$ cat src/rtl/prog_loader_if.sv
// Byte-stream handshake carrying a program frame into the loader.
// The producer drives data/valid; the loader answers with ready.
interface prog_loader_if;
  logic [7:0] in_data;
  logic       in_valid;
  logic       in_ready;

  modport master (output in_data, output in_valid, input in_ready);
  modport slave  (input in_data, input in_valid, output in_ready);
endinterface

$ cat src/rtl/prog_loader.sv
// Program loader and instruction store: validates a framed byte stream,
// writes it into instruction memory, then releases the core to fetch by pc.
module prog_loader #(
  parameter int DEPTH = 8,
  parameter int AW    = 3
) (
  input  logic          clk,
  input  logic          rst,
  input  logic          load_start,
  prog_loader_if.slave  stream,
  input  logic [7:0]    pc,
  output logic [7:0]    inst_code,
  output logic          core_run,
  output logic          load_err,
  output logic [AW:0]   words_loaded
);

  localparam logic [7:0] SYNC = 8'hA5;

  typedef enum logic [2:0] {
    IDLE,
    LENS,
    DATA,
    CSUM,
    RUN,
    ERR
  } state_t;

  state_t      state;
  state_t      next_state;
  logic [7:0]  mem [DEPTH];
  logic [7:0]  sum;
  logic [AW:0] count;
  logic [AW:0] len;

  logic        fire;
  logic        len_bad;
  logic        pc_ok;
  logic [AW:0] count_inc;
  logic [7:0]  sum_next;

  assign fire      = stream.in_valid && stream.in_ready;
  assign count_inc = count + (AW+1)'(1);
  assign sum_next  = sum + stream.in_data;
  assign len_bad   = (stream.in_data == 8'd0) ||
                     ({1'b0, stream.in_data} > 9'(DEPTH));

  always_ff @(posedge clk) begin
    if (rst || load_start) begin
      state <= IDLE;
    end else begin
      state <= next_state;
    end
  end

  // in_ready, core_run and load_err are pure decodes of the current state.
  always_comb begin
    next_state      = state;
    stream.in_ready = 1'b0;
    core_run        = 1'b0;
    load_err        = 1'b0;
    case (state)
      IDLE: begin
        stream.in_ready = 1'b1;
        if (fire && stream.in_data == SYNC) begin
          next_state = LENS;
        end
      end
      LENS: begin
        stream.in_ready = 1'b1;
        if (fire) begin
          next_state = len_bad ? ERR : DATA;
        end
      end
      DATA: begin
        stream.in_ready = 1'b1;
        if (fire && count_inc == len) begin
          next_state = CSUM;
        end
      end
      CSUM: begin
        stream.in_ready = 1'b1;
        if (fire) begin
          next_state = (sum_next == 8'd0) ? RUN : ERR;
        end
      end
      RUN: begin
        core_run = 1'b1;
      end
      ERR: begin
        load_err = 1'b1;
      end
      default: begin
        next_state = IDLE;
      end
    endcase
  end

  // Restart wipes the whole store so a partial frame never reaches the core.
  always_ff @(posedge clk) begin
    if (rst || load_start) begin
      for (int i = 0; i < DEPTH; i++) begin
        mem[i] <= 8'h00;
      end
      sum   <= 8'h00;
      count <= '0;
      len   <= '0;
    end else if (fire) begin
      case (state)
        LENS: begin
          if (!len_bad) begin
            len   <= stream.in_data[AW:0];
            sum   <= stream.in_data;
            count <= '0;
          end
        end
        DATA: begin
          mem[count[AW-1:0]] <= stream.in_data;
          sum                <= sum_next;
          count              <= count_inc;
        end
        default: begin
        end
      endcase
    end
  end

  assign words_loaded = count;

  assign pc_ok     = ({1'b0, pc} < 9'(DEPTH));
  assign inst_code = (core_run && pc_ok) ? mem[pc[AW-1:0]] : 8'h00;

endmodule

$ cat src/flat_wrapper.sv
// flat-port wrapper written by rule: the top's interface ports become plain ports
module prog_loader_flat 
#(
  parameter int DEPTH = 8,
  parameter int AW    = 3
)
  (clk, rst, load_start, pc, inst_code, core_run, load_err, words_loaded, stream_in_data, stream_in_valid, stream_in_ready);
  prog_loader_if stream_i ();
  input  logic clk;
  input  logic rst;
  input  logic load_start;
  input  logic [7:0] pc;
  output logic [7:0] inst_code;
  output logic core_run;
  output logic load_err;
  output logic [AW:0] words_loaded;
  input wire logic [$bits(stream_i.in_data)-1:0] stream_in_data;
  input wire logic [$bits(stream_i.in_valid)-1:0] stream_in_valid;
  output wire logic [$bits(stream_i.in_ready)-1:0] stream_in_ready;
  assign stream_i.in_data = stream_in_data;
  assign stream_i.in_valid = stream_in_valid;
  assign stream_in_ready = stream_i.in_ready;
  prog_loader #(.DEPTH(DEPTH), .AW(AW)) u_core (.clk(clk), .rst(rst), .load_start(load_start), .stream(stream_i), .pc(pc), .inst_code(inst_code), .core_run(core_run), .load_err(load_err), .words_loaded(words_loaded));
endmodule
$ cat config.mk
export PLATFORM = sky130hd
export DESIGN_NAME = prog_loader_flat
export DESIGN_NICKNAME = d
export VERILOG_FILES = /design/src/rtl/prog_loader_if.sv /design/src/rtl/prog_loader.sv /design/src/flat_wrapper.sv
export SDC_FILE = /design/constraint.sdc
export NUM_CORES = 1
export LEC_CHECK = 0
export ABC_AREA = 0
export CORE_ASPECT_RATIO = 1.2
export CORE_MARGIN = 3
export CORE_UTILIZATION = 55
export CTS_CLUSTER_DIAMETER = 80
export DETAILED_ROUTE_END_ITERATION = 8
export PLACE_DENSITY = 0.85
export SYNTH_ARGS = -nofsm -noshare
export SYNTH_HDL_FRONTEND = slang
export SYNTH_SLANG_ARGS = --single-unit
$ cat constraint.sdc
create_clock -name clk -period 4.1 [get_ports clk]
set_input_delay 0.615 -clock clk [delete_from_list [all_inputs] [get_ports clk]]
set_output_delay 0.615 -clock clk [all_outputs]
set_load 0.05 [all_outputs]
After elaboration in Yosys (flattened, before gate mapping). Memories as Yosys holds them, arrays and structs flattened. Index checks and enable logic that the tools add are counted. W data, S select, Z words.

Memories: 1. Input port bits: 20. Register bits: 19. Bits in writable memories: 64.

Memories: u_core.mem (words 8, bits a word 8, read ports 1, clocked after memory_dff 0, wr ports 8, line prog_loader.sv:31) `logic [7:0] mem [DEPTH];`.

Reductions and logical operators: 16. $lt $le $gt $ge: 2. Add/sub/neg operators: 2. Mux-type cells: 24. Bitwise logic cells: 2. Eq/ne operators: 12.

Operator list (count): $mux W8 (3); $mux W3 (6); $logic_not A8 Y1 (2); $pmux W8 S2 (1); $pmux W3 S5 (1); $mux W1 (11); $add A8 B8 Y8 (1); $eq A8 B8 Y1 const B (1); $gt A8 B4 Y1 const B (1); $lt A8 B4 Y1 const B (1); $ne A2 B1 Y1 const B (4); $pmux W4 S2 (1); $reduce_or A8 Y1 (1); $eq A3 B2 Y1 const B (2); $eq A3 B3 Y1 const B (2); $reduce_and A3 Y1 (2); $reduce_and A5 Y1 (1); $add A4 B1 Y4 const B (1); $eq A4 B4 Y1 (1); $logic_and A1 B1 Y1 (4); $mux W4 (1); $reduce_or A4 Y1 (1); $eq A3 B1 Y1 const B (1); $logic_not A3 Y1 (1); 5 further kinds (7).

Longest topological paths before layout. Gate-level depths: netlist of run 1.

Word-level depth: 9. Mapped depth: 7. Mapped depth without buffers: 7.

Worst setup path before layout of run 1. Ideal clock, no wire load.

Kind: flip-flop to output port. From: reg u_core.state[2]. To: out inst_code[0]. Required time: 3.485 ns. Setup slack: 0.211 ns. Cell stages (with the launch flop): 6. Data arrival time: 3.274 ns. Path through: dfxtp_1 > buf_2 > inv_1 > nor3_1 > nand3_1 > nor2_1.

Longest elaborated chain between the ends: 4.

RTL lines: from (decl) (line prog_loader.sv:29) `state_t state;`; from (signal assigned) (line prog_loader.sv:52) `state <= next_state;`; $eq A3 B3 Y1 (line prog_loader.sv:62) `case (state)`; $mux W1 (line prog_loader.sv:62); named net core_run (line flat_wrapper.sv:14) `output logic core_run;`; $logic_and A1 B1 Y1 (line prog_loader.sv:131) `assign inst_code = (core_run && pc_ok) ? mem[pc[AW-1:0]] : 8'h00;`; $mux W8 (line prog_loader.sv:131); to (decl) (line flat_wrapper.sv:13) `output logic [7:0] inst_code;`.

The timed path passes the listed nets, and every way through them passes these cells.

Worst setup path after layout of run 1.
From: in pc[1]. To: out inst_code[5].

Longest elaborated chain between the ends: 3. Elaborated cells between the ends (all ways): 4. Those cells by class: 1 x order compare; 1 x mux; 1 x reduce/logical; 1 x memory.

RTL lines: from (decl) (line flat_wrapper.sv:12) `input logic [7:0] pc;`; $lt A8 B4 Y1 (line prog_loader.sv:130) `assign pc_ok = ({1'b0, pc} < 9'(DEPTH));`; $logic_and A1 B1 Y1 (line prog_loader.sv:131); $mux W8 (*) (line prog_loader.sv:131).

Every way passes the cells marked *; elsewhere a longest branch is shown, timed or not.

==> run summary, run 1 <==
At the pin with the least slew margin, the transition time is 0.809 ns. In the layout the commonest cells are and2_1, edfxtp_1, nor2_1, clkdlybuf4s50_1, dfxtp_1. Setup repair after global routing left no endpoint under its margin.

STA puts the critical path data arrival time at 2.55 ns. The largest total area in the synthesized netlist belongs to edfxtp_1. The worst reg2reg path startpoint is u_core.state[1]. The tool flagged a number of max-cap violations equal to 0. The total power after layout is 1.68 mW, and the largest net degree at the start of global routing is 20.

After global routing the overflow that remains totals 0. Ranked by total cell area, the synthesized netlist is headed by edfxtp_1, and2_1, dfxtp_1. The type of the worst setup path was input port to output pin. The synthesis-to-layout area growth works out to 13.5%. In the final layout, the share of cells above drive strength 1 is 16.2%. The number of buffers and inverters on the critical path is 2.

The maximum vdd drop came out at 0.155 mV. In this run the register-to-register setup slack is 1.17 ns. The root cell of the clock tree was clkbuf_8. For the slack of the critical path, the log shows 0.930 ns. The logs give 5 for the total iterations of the first detailed-routing run and 23.0% for the overall fraction of global-route tracks in use. The setup skew after layout is 0.00894 ns.

The final layout contains routed wiring with a total length of 9.62 mm. Once the floorplan was initialized, standard cells occupied 57.2% of the core. The slowest library cell on the worst path was clkdlybuf4s50_1. Count of pins over their slew limit: 0. Average cell area after synthesis: 12.0 um2. Synthesis inferred 83 register bits. The net count of the finished layout is 431. For this design the static power due to leakage is 1.87 nW. The run gives 0 ns as the sum of negative setup slack.

After clock tree synthesis, the clock-pin slew on the worst setup and hold paths is 0.08 ns. Of the synthesized area, sequential elements account for 51.9%. The worst hold path was traced through 2 stages. For this run, design rule violations remaining after detail routing come to 0. Derived from the worst setup path, the maximum achievable clock frequency is 316 MHz.

The first global-routing pass estimated 15.6 mm of wire. The number of hold buffers added after cts is 0. The startpoint type of the worst setup path is an input port.

The number of top-level pins was 35. TritonCTS built the clock tree. The number of nets in the synthesized netlist is 399. For this run, the number of Yosys warnings is 0. The run gives 45.9% as the max-slew headroom at the worst pin. The number of enable flip-flop cells after synthesis is 64. The worst register-to-register path ends at u_core.mem[0][3]. For the initial antenna violation count, the log shows 0. At the placement stage, the worst setup path has a slack of 0.820 ns.

Of the available clock period, the critical path in the final layout requires 77.3%. The type of the worst min-delay path was register to register. Grouping stages by cell kind, the critical path spends the most delay in buffers and inverters. With fillers left out, the area of the finished cells amounts to 0.00503 mm2.

The logs give 0.36 ns for the clock latency of the later-clocked register in the worst-skew pair and 0 for the number of antenna diodes. The clock passes through at most 2 buffers. The count of endpoints failing hold in the final timing report came out at 0. The weighted congestion reported at the end of routability-driven placement is 0.894.

Via density per instance: 5.98. The placed instances occupy a cell area of 0.00483 mm2. The tightest hold path in the finished design has a slack of 0.514 ns. Counting every instance in the synthesized netlist gives 370. Setup violations remaining at the end of the flow were counted as 0. Counting flops with an async set or reset pin after synthesis yields a share of 0%. The run gives 3078 as the number of global-route vias before repair. The number of unique standard cell types used by synthesis was 56; the number of nets still failing antenna checks after routing was 0. The tools report the start point of the worst min-delay path as u_core.sum[6]. The cell area that synthesis handed to floorplanning was 0.00443 mm2. Detailed routing inserted a total of 2986 vias. The die is 104 um tall. From left edge to right edge, the die measures 88.0 um. The number of cell instances on the worst register-to-register path is 5. The detailed router finished its first iteration with 245 violations. For this run, the leading register cell type out of synthesis is edfxtp_1.

The number of gates resized after CTS was 0. At the worst endpoint, the required time is 3.48 ns. Detailed placement finished with a half-perimeter wire length of 6.75 mm. The number of clock buffers inserted by TritonCTS was 9. The floorplan die area is 0.00918 mm2, and the peak fanout along the critical path is 16.

The core footprint was 0.00775 mm2. The mean routed wirelength per cell is 19.3 um, and the total power per unit cell area is 333 mW/mm2. The post-CTS setup-driven buffer insertion count is 0, and the total number of placement rows is 35. The flow ran to the end, and the final reports show no timing, DRC or antenna violations.

The routed design could run at a clock period as short as 3.17 ns. The critical path's largest stage delay was 1.00 ns. The tree built by TritonCTS fans out to 83 sinks. The worst hold path terminates at u_core.sum[6].

Traced cell by cell, the critical path runs through clkdlybuf4s50_1 > mux4_2 > mux2i_1 > nor2_1 > buf_4. The top cell type's share of synthesized area is 43.3%. The H-tree was split into 3 levels.

The count of buffers added on input and output ports is 34. The library cell used most frequently in the layout, excluding fill and tap cells, is and2_1. Sort of element at the end of the critical path: an output pin.
-- logic make-up (layout without fill, tap and decap cells) --
kind of cell	after synthesis	count (layout)	synth area share, %
compound gates	53	53	7.73
fa+ha+maj	9	9	2.71
flops	83	83	51.9
mux	28	28	10.8
buf+inv	26	63	2.82
xor+xnor	9	9	1.78
simple gates	162	162	22.2
-- cells in the mapped netlist, types with 4 or more instances --
master	instances
and2_1	65
nor3_1	11
mux4_2	16
nand2b_1	8
dfxtp_1	19
a211oi_1	4
mux2i_1	12
a21oi_1	15
o21ai_0	15
nor2_1	27
ha_1	8
inv_1	4
nand3_1	7
nand2_1	11
clkbuf_1	11
xnor2_1	7
edfxtp_1	64
buf_2	7
-- layout make-up --
cell class | instances | area, um2
Timing Repair Buffer | 43 | 388
Sequential cell | 83 | 2300
Tap cell | 92 | 115
Multi-Input combinational cell | 261 | 2010
Fill cell | 553 | 2720
Clock inverter | 7 | 80.1
Inverter | 4 | 15.0
Clock buffer | 9 | 124
-- worst min-delay path, delay by kind of cell (launching register included) --
| family | cells | cell delay, ns |
|---|---|---|
| AO/OA/AOI/OAI | 1 | 0.06 |
| flip-flops | 1 | 0.34 |
| AND/OR/NAND/NOR | 1 | 0.07 |
-- registers in the layout, summed over array words and instances (netlist names) --
name	flops
u_core.sum	8
u_core.len	4
u_core.words_loaded	4
u_core.mem	64
u_core.state	3
-- through the flow --
step / cells / util, %
finish: 499 / 64.9
global route: 499 / 64.9
CTS: 499 / 64.9
detailed placement: 483 / 62.3
global placement: 483 / 62.3
floorplan: 370 / -
-- worst max path at each step --
stage | startpoint | end | slack [ns] | cells after the start
after detailed placement | stream_in_data[1] | u_core.state[0] | 0.82 | 7
after global routing | pc[1] | inst_code[5] | 0.86 | 5
after floorplan | u_core.state[2] | inst_code[0] | 0.21 | 5
after global placement | stream_in_data[1] | u_core.words_loaded[3] | 0.92 | 6
final | pc[1] | inst_code[5] | 0.93 | 5
after CTS | pc[1] | inst_code[5] | 0.93 | 5
-- routing by layer --
layer / track usage, % / share of wire [%] / vias up
met5: 0 / 0 / -
met4: 13.4 / 3.0 / 0
met3: 3.49 / 4.5 / 24
met2: 38.1 / 53 / 93
met1: 27.7 / 40 / 1437
li1: - / - / 1432
-- where the power goes --
part           switching [mW]  internal, mW  total (mW)
clock                   0.316         0.291       0.607
combinational          0.0705        0.0601       0.131
sequential            0.00772         0.931       0.938
total                   0.394          1.28        1.68
Power figures use the tool's default switching activity.
==> inputs of run 2 (changes only) <==
clock period = 3.2 ns   (was 4.1 ns; I/O delays follow)
==> run 2 against run 1 <==
Hold slack worse by 0.026 ns. Flip-flop and latch count stayed put. First-iteration DRC count is 13% lower. Combinational power is 34% higher. Critical endpoint is now inst_code[6]. Die area stayed put. Count of clock-buffer cells in the layout stayed put. Core utilization is 1.4 points higher. Design area is 2.2% higher. Highest routed layer unchanged. Via count is 2.4% higher. Clock power is 29% higher. Critical path type unchanged. Largest power group unchanged. Sequential share of layout area is 0.99 points lower. Wire length is 0.21% higher.
==> run summary, run 2 (synthesized netlist as in run 1, its figures left out) <==
The largest registers in the layout are u_core.mem x64, u_core.sum x8. The peak fanout along the critical path works out to 16 (unchanged). TritonCTS built the clock tree. The layout cell share with drive strength beyond 1 is 19.2% (+3.0 points), and the DRC marker count from the first detailed-route iteration is 212 (-13%). For the number of nets in the finished design, the log shows 445 (+3.2%).

By startpoint and endpoint, the worst setup path is classified as input port to output pin. The mean routed wirelength per cell was 18.8 um (-2.5%). For the maximum clock path buffer count, the log shows 2 (unchanged). The via density per instance was 5.96 (-0.38%). The run gives 57.2% (unchanged) as the initial core utilization. For the maximum vdd drop, the log shows 0.248 mV (+60%). For the core utilization of the finished layout, the log shows 66.3% (+1.4 points).

The first-pass GRT wire length came out at 15.7 mm (+0.70%). The library cells used most frequently in the layout, excluding fill and tap cells, are and2_1, edfxtp_1, buf_4, nor2_1, clkdlybuf4s50_1. The sum of negative setup slack was 0 ns (unchanged); the number of standard cells in the final layout excluding fillers was 513 (+2.8%). The logs give 0.309 ns (-0.511 ns) for the pre-CTS setup slack and 2.72 ns (-0.76 ns) for the required time at the worst-slack endpoint. The tools report the number of sinks driven by the clock tree as 83 (unchanged). The logs give 0.65 ns (-0.52 ns) for the reg-to-reg setup timing slack and 364 MHz for the maximum operating frequency.

The number of flip-flops in the largest register is 64 (unchanged). The remaining routing DRC violations is 0 (unchanged), and the H-tree depth is 3 (unchanged). The total power per unit cell area works out to 420 mW/mm2 (+26%). The post-CTS setup-driven buffer insertion count is 0 (unchanged). The total leakage power came out at 1.94 nW (+3.8%). The run gives 0 (unchanged) as the number of maximum-capacitance constraint violations. The transition at the pin with the smallest max-transition slack works out to 0.514 ns (-0.295 ns).

The tools report the total length of routed wires as 9.64 mm (+0.21%). For the number of clock buffers inserted by TritonCTS, the log shows 9 (unchanged). The kind of cell with the highest combined delay on the critical path is buffers and inverters. The max-slew headroom at the worst pin is 65.7% (+20 points), and the number of hold buffers added after cts is 0 (unchanged). The library cell used most frequently in the layout, excluding fill and tap cells, is and2_1.

The tools report the HPWL reported at the end of detailed placement as 6.94 mm (+2.8%). The most numerous cell type found on the critical path is buf_4. The slowest library cell on the worst path was mux4_2. The total of endpoints with negative setup slack in the final report came out at 0 (unchanged). For the total number of placement rows, the log shows 35 (unchanged).

The post-CTS clock slew at the launch and capture registers of the worst setup and hold paths is 0.08 ns (about the same), and the initial antenna violation count is 0 (unchanged). The run gives 0 (unchanged) as the remaining global-route overflow. The flow ran to the end, and the final reports show no timing, DRC or antenna violations. Overall via count from detail_route: 3058 (+2.4%). The run gives 0.455 ns (-0.476 ns) as the slack of the critical path. Number of cells in the design after placement: 497 (+2.9%).

The width of the die came out at 88.0 um (unchanged). The number of top-level pins was 35 (unchanged); the number of global-route vias before repair was 3118 (+1.3%). The count of endpoints failing hold in the final timing report is 0 (unchanged). Type of the worst min-delay path: register to register. The number of gates resized after cts is 0 (unchanged). The cell sitting at the root of the clock tree is a clkbuf_8. The number of nets still failing antenna checks after routing is 0 (unchanged). The critical path's largest stage delay is 0.57 ns (-0.43 ns).

The critical path goes through clkdlybuf4s50_1 > buf_4 > mux4_2 > mux2i_1 > nor2_1 > buf_4. The logs give 0.36 ns (about the same) for the clock latency of the later-clocked register in the worst-skew pair and 19 (-5.0%) for the largest net degree at the start of global routing. For the finished layout, the period the worst path requires is 2.75 ns. After layout, the worst path uses 85.8% of the clock period. The core footprint came out at 0.00775 mm2 (unchanged).

The worst setup path is captured at an output pin. The synthesis-to-layout area growth was 16.0%. The count of input and output buffers works out to 34 (unchanged). Floorplan die area: 0.00918 mm2 (unchanged).

For the post-place instance area, the log shows 0.00494 mm2 (+2.3%). The number of buffer and inverter stages on the critical path works out to 3 (+1). The post-route cell area is 0.00514 mm2 (+2.2%), and the weighted congestion reported at the end of routability-driven placement is 0.856 (-4.2%). Overall fraction of global-route tracks in use: 22.5% (-0.42 points). The tools report the count of pins over their slew limit as 0 (unchanged). The worst setup path is launched from an input port.

Ranked by flip-flop count, first place goes to u_core.mem. The total iterations of the first detailed-routing run is 5 (unchanged), and the setup skew after layout is 0.00764 ns (-0.00130 ns). The number of antenna diodes is 0 (unchanged), and the critical path arrival is 2.27 ns (-0.28 ns). Setup repair after global routing left no endpoint under its margin. The floorplan die height was 104 um (unchanged).
[run 2: cell types whose count changed in the layout (fill, tap and decap cells not counted), sizes merged]
cell      change
buf          +14
clkinv        +2
clkinvlp      -1
inv           -1
[run 2: stage by stage]
stage,hold slack [ns],total power [mW]
6_report,0.489,2.16
2_1_floorplan,0.452,1.32
5_1_grt,0.511,2.22
3_5_place_dp,0.479,1.40
4_1_cts,0.492,2.17
3_3_place_gp,0.468,1.40
[run 2: final timing paths]
path | cells past startpoint | endpoint | from
setup / recovery | 6 | inst_code[6] | pc[0]
hold / removal | 2 | u_core.sum[6] | u_core.sum[6]
setup reg to reg | 6 | u_core.mem[4][0] | u_core.state[2]
hold reg to reg | 2 | u_core.sum[6] | u_core.sum[6]
[run 2: tightest hold or removal path: stages, from the launching register on]
cell and delay, ns:
dfxtp_1 0.33, nand3_1 0.07, a21oi_1 0.06
[run 2: power by group]
| part | internal [mW] | switching, mW | leakage, nW | total (mW) |
|---|---|---|---|---|
| registers | 1.19 | 0.0104 | 0.856 | 1.20 |
| logic | 0.0839 | 0.0907 | 0.982 | 0.175 |
| clock network | 0.373 | 0.410 | 0.106 | 0.783 |
[run 2: final cells by class]
cell class                 instances  area [um2]
tap                               92         115
timing repair buffer              57         493
fill                             581        2610
clock buffer                       9         124
inverter                           4        15.0
sequential                        83        2300
clock inverter                     7        81.3
multi-input combinational        261        2010
[run 2: metal layers]
metal	up-vias	GRT usage (%)	share of wire (%)
met1	1476	27.6	40
met2	93	39.0	54
met5	-	0	0
li1	1468	-	-
met4	0	7.46	1.4
met3	21	4.60	4.6
